==> config.mk <==
export PLATFORM = sky130hd
export DESIGN_NAME = vec_divmod_unit_flat
export DESIGN_NICKNAME = d
export VERILOG_FILES = /design/src/rtl/vec_divmod_unit_if.sv /design/src/rtl/vec_divmod_unit.sv /design/src/flat_wrapper.sv
export SDC_FILE = /design/constraint.sdc
export NUM_CORES = 2
export LEC_CHECK = 0
export ABC_AREA = 1
export BUFFER_PORTS_ARGS = -buffer_cell sky130_fd_sc_hd__buf_2
export CORE_MARGIN = 1.5
export CORE_UTILIZATION = 50
export CTS_BUF_LIST = sky130_fd_sc_hd__clkbuf_4
export CTS_CLUSTER_SIZE = 8
export DETAILED_ROUTE_END_ITERATION = 7
export PLACE_DENSITY_LB_ADDON = 0.1
export SLEW_MARGIN = 20
export SYNTH_ARGS = -nofsm -noshare
export SYNTH_HDL_FRONTEND = slang
export SYNTH_SLANG_ARGS = --single-unit
==> constraint.sdc <==
create_clock -name clk -period 10.7 [get_ports clk]
set_input_delay 1.07 -clock clk [delete_from_list [all_inputs] [get_ports clk]]
set_output_delay 1.07 -clock clk [all_outputs]
set_load 0.01 [all_outputs]
==> src/rtl/vec_divmod_unit_if.sv <==
// vec_divmod_unit_if: operand/result handshake bundle for vec_divmod_unit.
// The sgn field exists only when VDIVMOD_SIGNED_EN is defined.
interface vec_divmod_unit_if #(parameter int DATA_W = 64);
  logic in_valid, in_ready, op_mod, out_valid, out_ready;
  logic [1:0] ww;
  logic [0:DATA_W-1] op_a, op_b, result;
  logic [0:DATA_W/8-1] dz_flags;
`ifdef VDIVMOD_SIGNED_EN
  logic sgn;
  modport master (output in_valid, op_mod, ww, op_a, op_b, sgn, out_ready,
                  input in_ready, out_valid, result, dz_flags);
  modport slave (input in_valid, op_mod, ww, op_a, op_b, sgn, out_ready,
                 output in_ready, out_valid, result, dz_flags);
`else
  modport master (output in_valid, op_mod, ww, op_a, op_b, out_ready,
                  input in_ready, out_valid, result, dz_flags);
  modport slave (input in_valid, op_mod, ww, op_a, op_b, out_ready,
                 output in_ready, out_valid, result, dz_flags);
`endif
endinterface

==> src/rtl/vec_divmod_unit.sv <==
// vec_divmod_unit: multi-cycle SIMD restoring divide/modulo, BPC quotient bits per clock.
// Define VDIVMOD_SIGNED_EN for two's-complement mode (sgn input, extra PREP cycle).
module vec_divmod_unit #(
  parameter int DATA_W = 64,
  parameter int BPC = 1
) (
  input logic clk,
  input logic reset,
  vec_divmod_unit_if.slave bus
);
  localparam int NF = DATA_W / 8;
  localparam int LB = $clog2(BPC);
`ifdef VDIVMOD_SIGNED_EN
  typedef enum logic [1:0] {IDLE, PREP, RUN, DONE} state_t;
  logic sgn_r;
  logic [NF-1:0] qn_r, rn_r;
  logic [NF-1:0] qn_nx [4], rn_nx [4];
  logic [DATA_W-1:0] abs_a [4], abs_d [4];
`else
  typedef enum logic [1:0] {IDLE, RUN, DONE} state_t;
`endif
  state_t state;
  logic [DATA_W-1:0] a_r, d_r, rem_r;
  logic [1:0] ww_r;
  logic mod_r;
  logic [6:0] cnt;
  logic [DATA_W-1:0] a_nx [4], rem_nx [4], res_nx [4];
  logic [NF-1:0] dz_nx [4];
  assign bus.in_ready = state == IDLE;
  // One datapath per element width; ww_r picks which one updates the state.
  for (genvar w = 0; w < 4; w++) begin : g_w
    localparam int EW = 8 << w;
    localparam int NE = DATA_W / EW;
    if (NE < NF) begin : g_z
      assign dz_nx[w][NF-NE-1:0] = '0;
`ifdef VDIVMOD_SIGNED_EN
      assign qn_nx[w][NF-1:NE] = '0;
      assign rn_nx[w][NF-1:NE] = '0;
`endif
    end
    for (genvar k = 0; k < NE; k++) begin : g_e
      logic [EW-1:0] q_o, r_o, rs;
      always_comb begin
        logic [EW-1:0] r, q, d;
        logic [EW:0] sh, t;
        r = rem_r[k*EW +: EW];
        q = a_r[k*EW +: EW];
        d = d_r[k*EW +: EW];
        for (int s = 0; s < BPC; s++) begin
          sh = {r, q[EW-1]};
          t = sh - {1'b0, d};
          q = {q[EW-2:0], sh >= {1'b0, d}};
          r = sh >= {1'b0, d} ? t[EW-1:0] : sh[EW-1:0];
        end
        q_o = q;
        r_o = r;
      end
      assign rs = mod_r ? r_o : q_o;
      assign a_nx[w][k*EW +: EW] = q_o;
      assign rem_nx[w][k*EW +: EW] = r_o;
      assign dz_nx[w][NF-NE+k] = d_r[k*EW +: EW] == '0;
`ifdef VDIVMOD_SIGNED_EN
      logic sa, sb;
      assign sa = sgn_r & a_r[k*EW+EW-1];
      assign sb = sgn_r & d_r[k*EW+EW-1];
      assign abs_a[w][k*EW +: EW] = sa ? -a_r[k*EW +: EW] : a_r[k*EW +: EW];
      assign abs_d[w][k*EW +: EW] = sb ? -d_r[k*EW +: EW] : d_r[k*EW +: EW];
      // A zero divisor keeps the all-ones quotient, i.e. -1.
      assign qn_nx[w][k] = (sa ^ sb) & (d_r[k*EW +: EW] != '0);
      assign rn_nx[w][k] = sa;
      assign res_nx[w][k*EW +: EW] = (mod_r ? rn_r[k] : qn_r[k]) ? -rs : rs;
`else
      assign res_nx[w][k*EW +: EW] = rs;
`endif
    end
  end
  always_ff @(posedge clk or posedge reset) begin
    if (reset) begin
      state <= IDLE;
      a_r <= '0;
      d_r <= '0;
      rem_r <= '0;
      ww_r <= '0;
      mod_r <= 1'b0;
      cnt <= '0;
      bus.out_valid <= 1'b0;
      bus.result <= '0;
      bus.dz_flags <= '0;
`ifdef VDIVMOD_SIGNED_EN
      sgn_r <= 1'b0;
      qn_r <= '0;
      rn_r <= '0;
`endif
    end else begin
      case (state)
        IDLE: if (bus.in_valid) begin
          a_r <= bus.op_a;
          d_r <= bus.op_b;
          rem_r <= '0;
          ww_r <= bus.ww;
          mod_r <= bus.op_mod;
          cnt <= (7'd8 << bus.ww) >> LB;
`ifdef VDIVMOD_SIGNED_EN
          sgn_r <= bus.sgn;
          state <= PREP;
`else
          state <= RUN;
`endif
        end
`ifdef VDIVMOD_SIGNED_EN
        PREP: begin
          a_r <= abs_a[ww_r];
          d_r <= abs_d[ww_r];
          qn_r <= qn_nx[ww_r];
          rn_r <= rn_nx[ww_r];
          state <= RUN;
        end
`endif
        RUN: begin
          a_r <= a_nx[ww_r];
          rem_r <= rem_nx[ww_r];
          cnt <= cnt - 7'd1;
          if (cnt == 7'd1) begin
            state <= DONE;
            bus.out_valid <= 1'b1;
            bus.result <= res_nx[ww_r];
            bus.dz_flags <= dz_nx[ww_r];
          end
        end
        DONE: if (bus.out_ready) begin
          state <= IDLE;
          bus.out_valid <= 1'b0;
        end
        default: state <= IDLE;
      endcase
    end
  end
endmodule

==> src/flat_wrapper.sv <==
// flat-port wrapper written by rule: the top's interface ports become plain ports
module vec_divmod_unit_flat 
#(
  parameter int DATA_W = 64,
  parameter int BPC = 1
)
  (clk, reset, bus_in_valid, bus_op_mod, bus_ww, bus_op_a, bus_op_b, bus_out_ready, bus_in_ready, bus_out_valid, bus_result, bus_dz_flags);
  vec_divmod_unit_if #(.DATA_W(DATA_W)) bus_i ();
  input logic clk;
  input logic reset;
  input wire logic [$bits(bus_i.in_valid)-1:0] bus_in_valid;
  input wire logic [$bits(bus_i.op_mod)-1:0] bus_op_mod;
  input wire logic [$bits(bus_i.ww)-1:0] bus_ww;
  input wire logic [$bits(bus_i.op_a)-1:0] bus_op_a;
  input wire logic [$bits(bus_i.op_b)-1:0] bus_op_b;
  input wire logic [$bits(bus_i.out_ready)-1:0] bus_out_ready;
  output wire logic [$bits(bus_i.in_ready)-1:0] bus_in_ready;
  output wire logic [$bits(bus_i.out_valid)-1:0] bus_out_valid;
  output wire logic [$bits(bus_i.result)-1:0] bus_result;
  output wire logic [$bits(bus_i.dz_flags)-1:0] bus_dz_flags;
  assign bus_i.in_valid = bus_in_valid;
  assign bus_i.op_mod = bus_op_mod;
  assign bus_i.ww = bus_ww;
  assign bus_i.op_a = bus_op_a;
  assign bus_i.op_b = bus_op_b;
  assign bus_i.out_ready = bus_out_ready;
  assign bus_in_ready = bus_i.in_ready;
  assign bus_out_valid = bus_i.out_valid;
  assign bus_result = bus_i.result;
  assign bus_dz_flags = bus_i.dz_flags;
  vec_divmod_unit #(.DATA_W(DATA_W), .BPC(BPC)) u_core (.clk(clk), .reset(reset), .bus(bus_i));
endmodule
==> impl_results.md <==
* GPL Wtd Cong at 1.115
* Post-cts resize count at 0
* DRT Pass-1 Iters at 7
* RSZ-0062 raised after global routing: no
* Drt drc at 0
* Clock Tree Root: clkbuf_4
* Synth top area share at 25.68%
* Vias after detailed routing at 31314
* Relative slew slack at 20.75%
* Flops & latches, synth at 277
* First-pass GRT wire length at 186.0 mm
* TritonCTS Sinks at 277
* Post-route ant nets at 0
* Core Footprint at 0.05297 mm^2
* Max-slew violations at 0
* Syn. warnings at 0
* Clock-pin slew on the worst setup and hold paths at 70 ps
* Dpl cell area at 0.02811 mm^2
* Height of the die at 235.4 um
* Clock skew at 66.88 ps
* Final net count at 4764
* Status: completed
* Worst slew pin tran at 1180 ps
* Synth area leader: dfrtp_1
* Die area at 0.05539 mm^2
* Net count after synthesis at 4654
* H-Tree Depth at 3
* Fmax at 222.1 MHz
* Clock latency at the later pin of the worst-skew pair at 930 ps
* Mapped Cells at 4424
* CP Max Fanout at 44
* Maximum clock path buffer count at 3
* Top cells by area, synth: dfrtp_1 26%, nand2_1 20%, inv_1 8.5%, nand3_1 5.8%, a21oi_1 5.5%
* CTS Hold Buffers Added at 0
* Ratio of cells with drive above 1 in the final layout at 11.55%
* Crit Path Class: flip-flop to flip-flop
* Final cell count without fillers at 5290
* Final wirelength at 126.4 mm
* Number of global-route vias before repair at 28979
* Initial DRC count at 3804
* Setup TNS at 0 ps
* Cells after DPL at 5138
* Fin crit share at 42.09%
* Startpoint types: flip-flop
* Antenna violations before repair at 7
* Max_cap viols at 0
* DR WL/cell at 23.89 um
* I/O pins at 209
* Via density per instance at 5.919
* EDFF count, synth at 0
* Fraction of registers with async set/reset at 100.0%
* Cell row count at 84
* GRT Total Usage at 44.75%
* Netlist Area Pre-Place at 0.02699 mm^2
* Largest net degree at the start of global routing at 123
* WP data required at 11520 ps
* # port buffers at 208
* DPL Wire Length at 96.17 mm
* Top_reg_cell synth: dfrtp_1
* Fillers at 5636
* Starting Density at 50.96%
* Critical Path Sink Type: flip-flop
* TritonCTS buffer count at 82
* Overflow after GRT at 0
* Seq/Total Area, Yosys at 25.68%
* Setup violators final at 0
* CP arrival at 5320 ps
* Die Width at 235.4 um
* Post-layout instance area at 0.02917 mm^2
* Setup bufs post-CTS at 0
* Synthesized area per cell at 6.102 um^2
* Final core occ at 55.06%
* Final Hold Vio Count at 0
* Tmin final at 4503 ps
* Clock tree from TritonCTS: yes
* Hold WC Path Type: input port to asynchronous set/reset pin
* Area grow syn2layout at 8.056%
* Unique masters post-synth at 56
[registers in the layout (all words and copies together) (netlist names)]
signal                count
u_core.bus.result        64
u_core.bus.dz_flags       8
u_core.ww_r               2
u_core.bus.out_valid      1
u_core.rem_r             64
u_core.a_r               64
u_core.mod_r              1
u_core.d_r               64
u_core.state              2
u_core.cnt                7
[layout make-up]
class	instances	area [um^2]	area share, %
antenna	5	12.51	0.04290
clock buffer	121	908.4	3.114
sequential	277	6937	23.78
tap	688	860.8	2.951
timing repair buffer	241	1301	4.461
multi-input combinational	3279	16550	56.73
clock inverter	26	137.6	0.4719
inverter	653	2465	8.451
[placed cells by master (no fill, tap or decap), drive strengths merged, types with 2 or more instances in the layout]
cell     netlist  routed
nand2       1495    1495
inv          647     650
o21ai        319     319
nand3        318     318
a21oi        301     301
nor2         281     281
dfrtp        277     277
buf          106     241
xor2         138     138
clkbuf       109     121
ha            80      80
nand4         72      72
nor3          54      54
o211ai        49      49
o22ai         33      33
clkinv         6      28
a221oi        25      25
xnor2         20      20
fa            15      15
nand3b        10      10
or2           10      10
o2111ai        9       9
o31ai          8       8
nor4           6       6
o21bai         6       6
diode          0       5
a31oi          5       5
a211oi         4       4
o221ai         4       4
and2           4       4
a21o           2       2
a41oi          2       2
a22oi          2       2
[critical path, stage by stage (launching register included)]
cell	delay [ps]
dfrtp_1	450
inv_1	120
ha_1	550
nand2_1	200
nor2_2	240
nand2_1	210
nor2_4	180
nand4_1	110
nor2_2	240
nor2_4	80
nand2_4	370
buf_4	640
nand2_2	300
nand3_1	140
nand3b_1	90
nand2_1	190
nand2_1	90
nand2_1	80
nand2_1	50
[cell usage after synthesis (49+ instances only)]
library cell and number:
a21oi_1 297, clkbuf_1 109, dfrtp_1 277, ha_1 80, inv_1 613, nand2_1 1445
nand3_1 314, nand4_1 72, nor2_1 251, nor3_1 51, o211ai_1 49, o21ai_0 248
o21ai_1 58, xor2_1 138
[path summary, 6_finish.rpt]
kind / from / end / slack (ps) / cells after the start
worst max-delay path: u_core.d_r[40]$_DFFE_PP0P_ / u_core.bus.result[53]$_DFFE_PP0P_ / 6200 / 18
worst min register to register: u_core.bus.result[51]$_DFFE_PP0P_ / u_core.bus.result[51]$_DFFE_PP0P_ / 480 / 2
max in group asynchronous: reset / u_core.a_r[0]$_DFFE_PP0P_ / 9030 / 3
worst max register to register: u_core.d_r[40]$_DFFE_PP0P_ / u_core.bus.result[53]$_DFFE_PP0P_ / 6200 / 18
min in group clk: bus_op_b[13] / u_core.d_r[13]$_DFFE_PP0P_ / 360 / 3
worst min-delay path: reset / u_core.bus.result[50]$_DFFE_PP0P_ / 310 / 2
[per-layer routing]
layer  GRT usage (%)  up-vias  wire length [um]
met2           67.25     1936             53570
met4           32.61        6             10840
met5               0        -                41
met1           56.32    14481             48170
met3           10.44      478             13750
li1                -    14413                 -
[cell families after synthesis]
| kind of cell | after synthesis | share of synthesized area [%] |
|---|---|---|
| compound gates | 774 | 16.08 |
| buf+inv | 868 | 13.11 |
| xor+xnor | 158 | 5.127 |
| fa+ha+maj | 95 | 4.821 |
| simple gates | 2252 | 35.19 |
| flops | 277 | 25.68 |
[metrics by stage]
stage | hold WS [ps] | worst slack [ps]
after floorplan | 453.0 | 1993
after global placement | 461.7 | 6373
after detailed placement | 460.9 | 6356
after CTS | 316.2 | 6403
after global routing | 356.0 | 6043
final | 306.6 | 6197
Power is not shown: default switching activity piles up to over one toggle a cycle in this logic, so the estimate is an artifact.
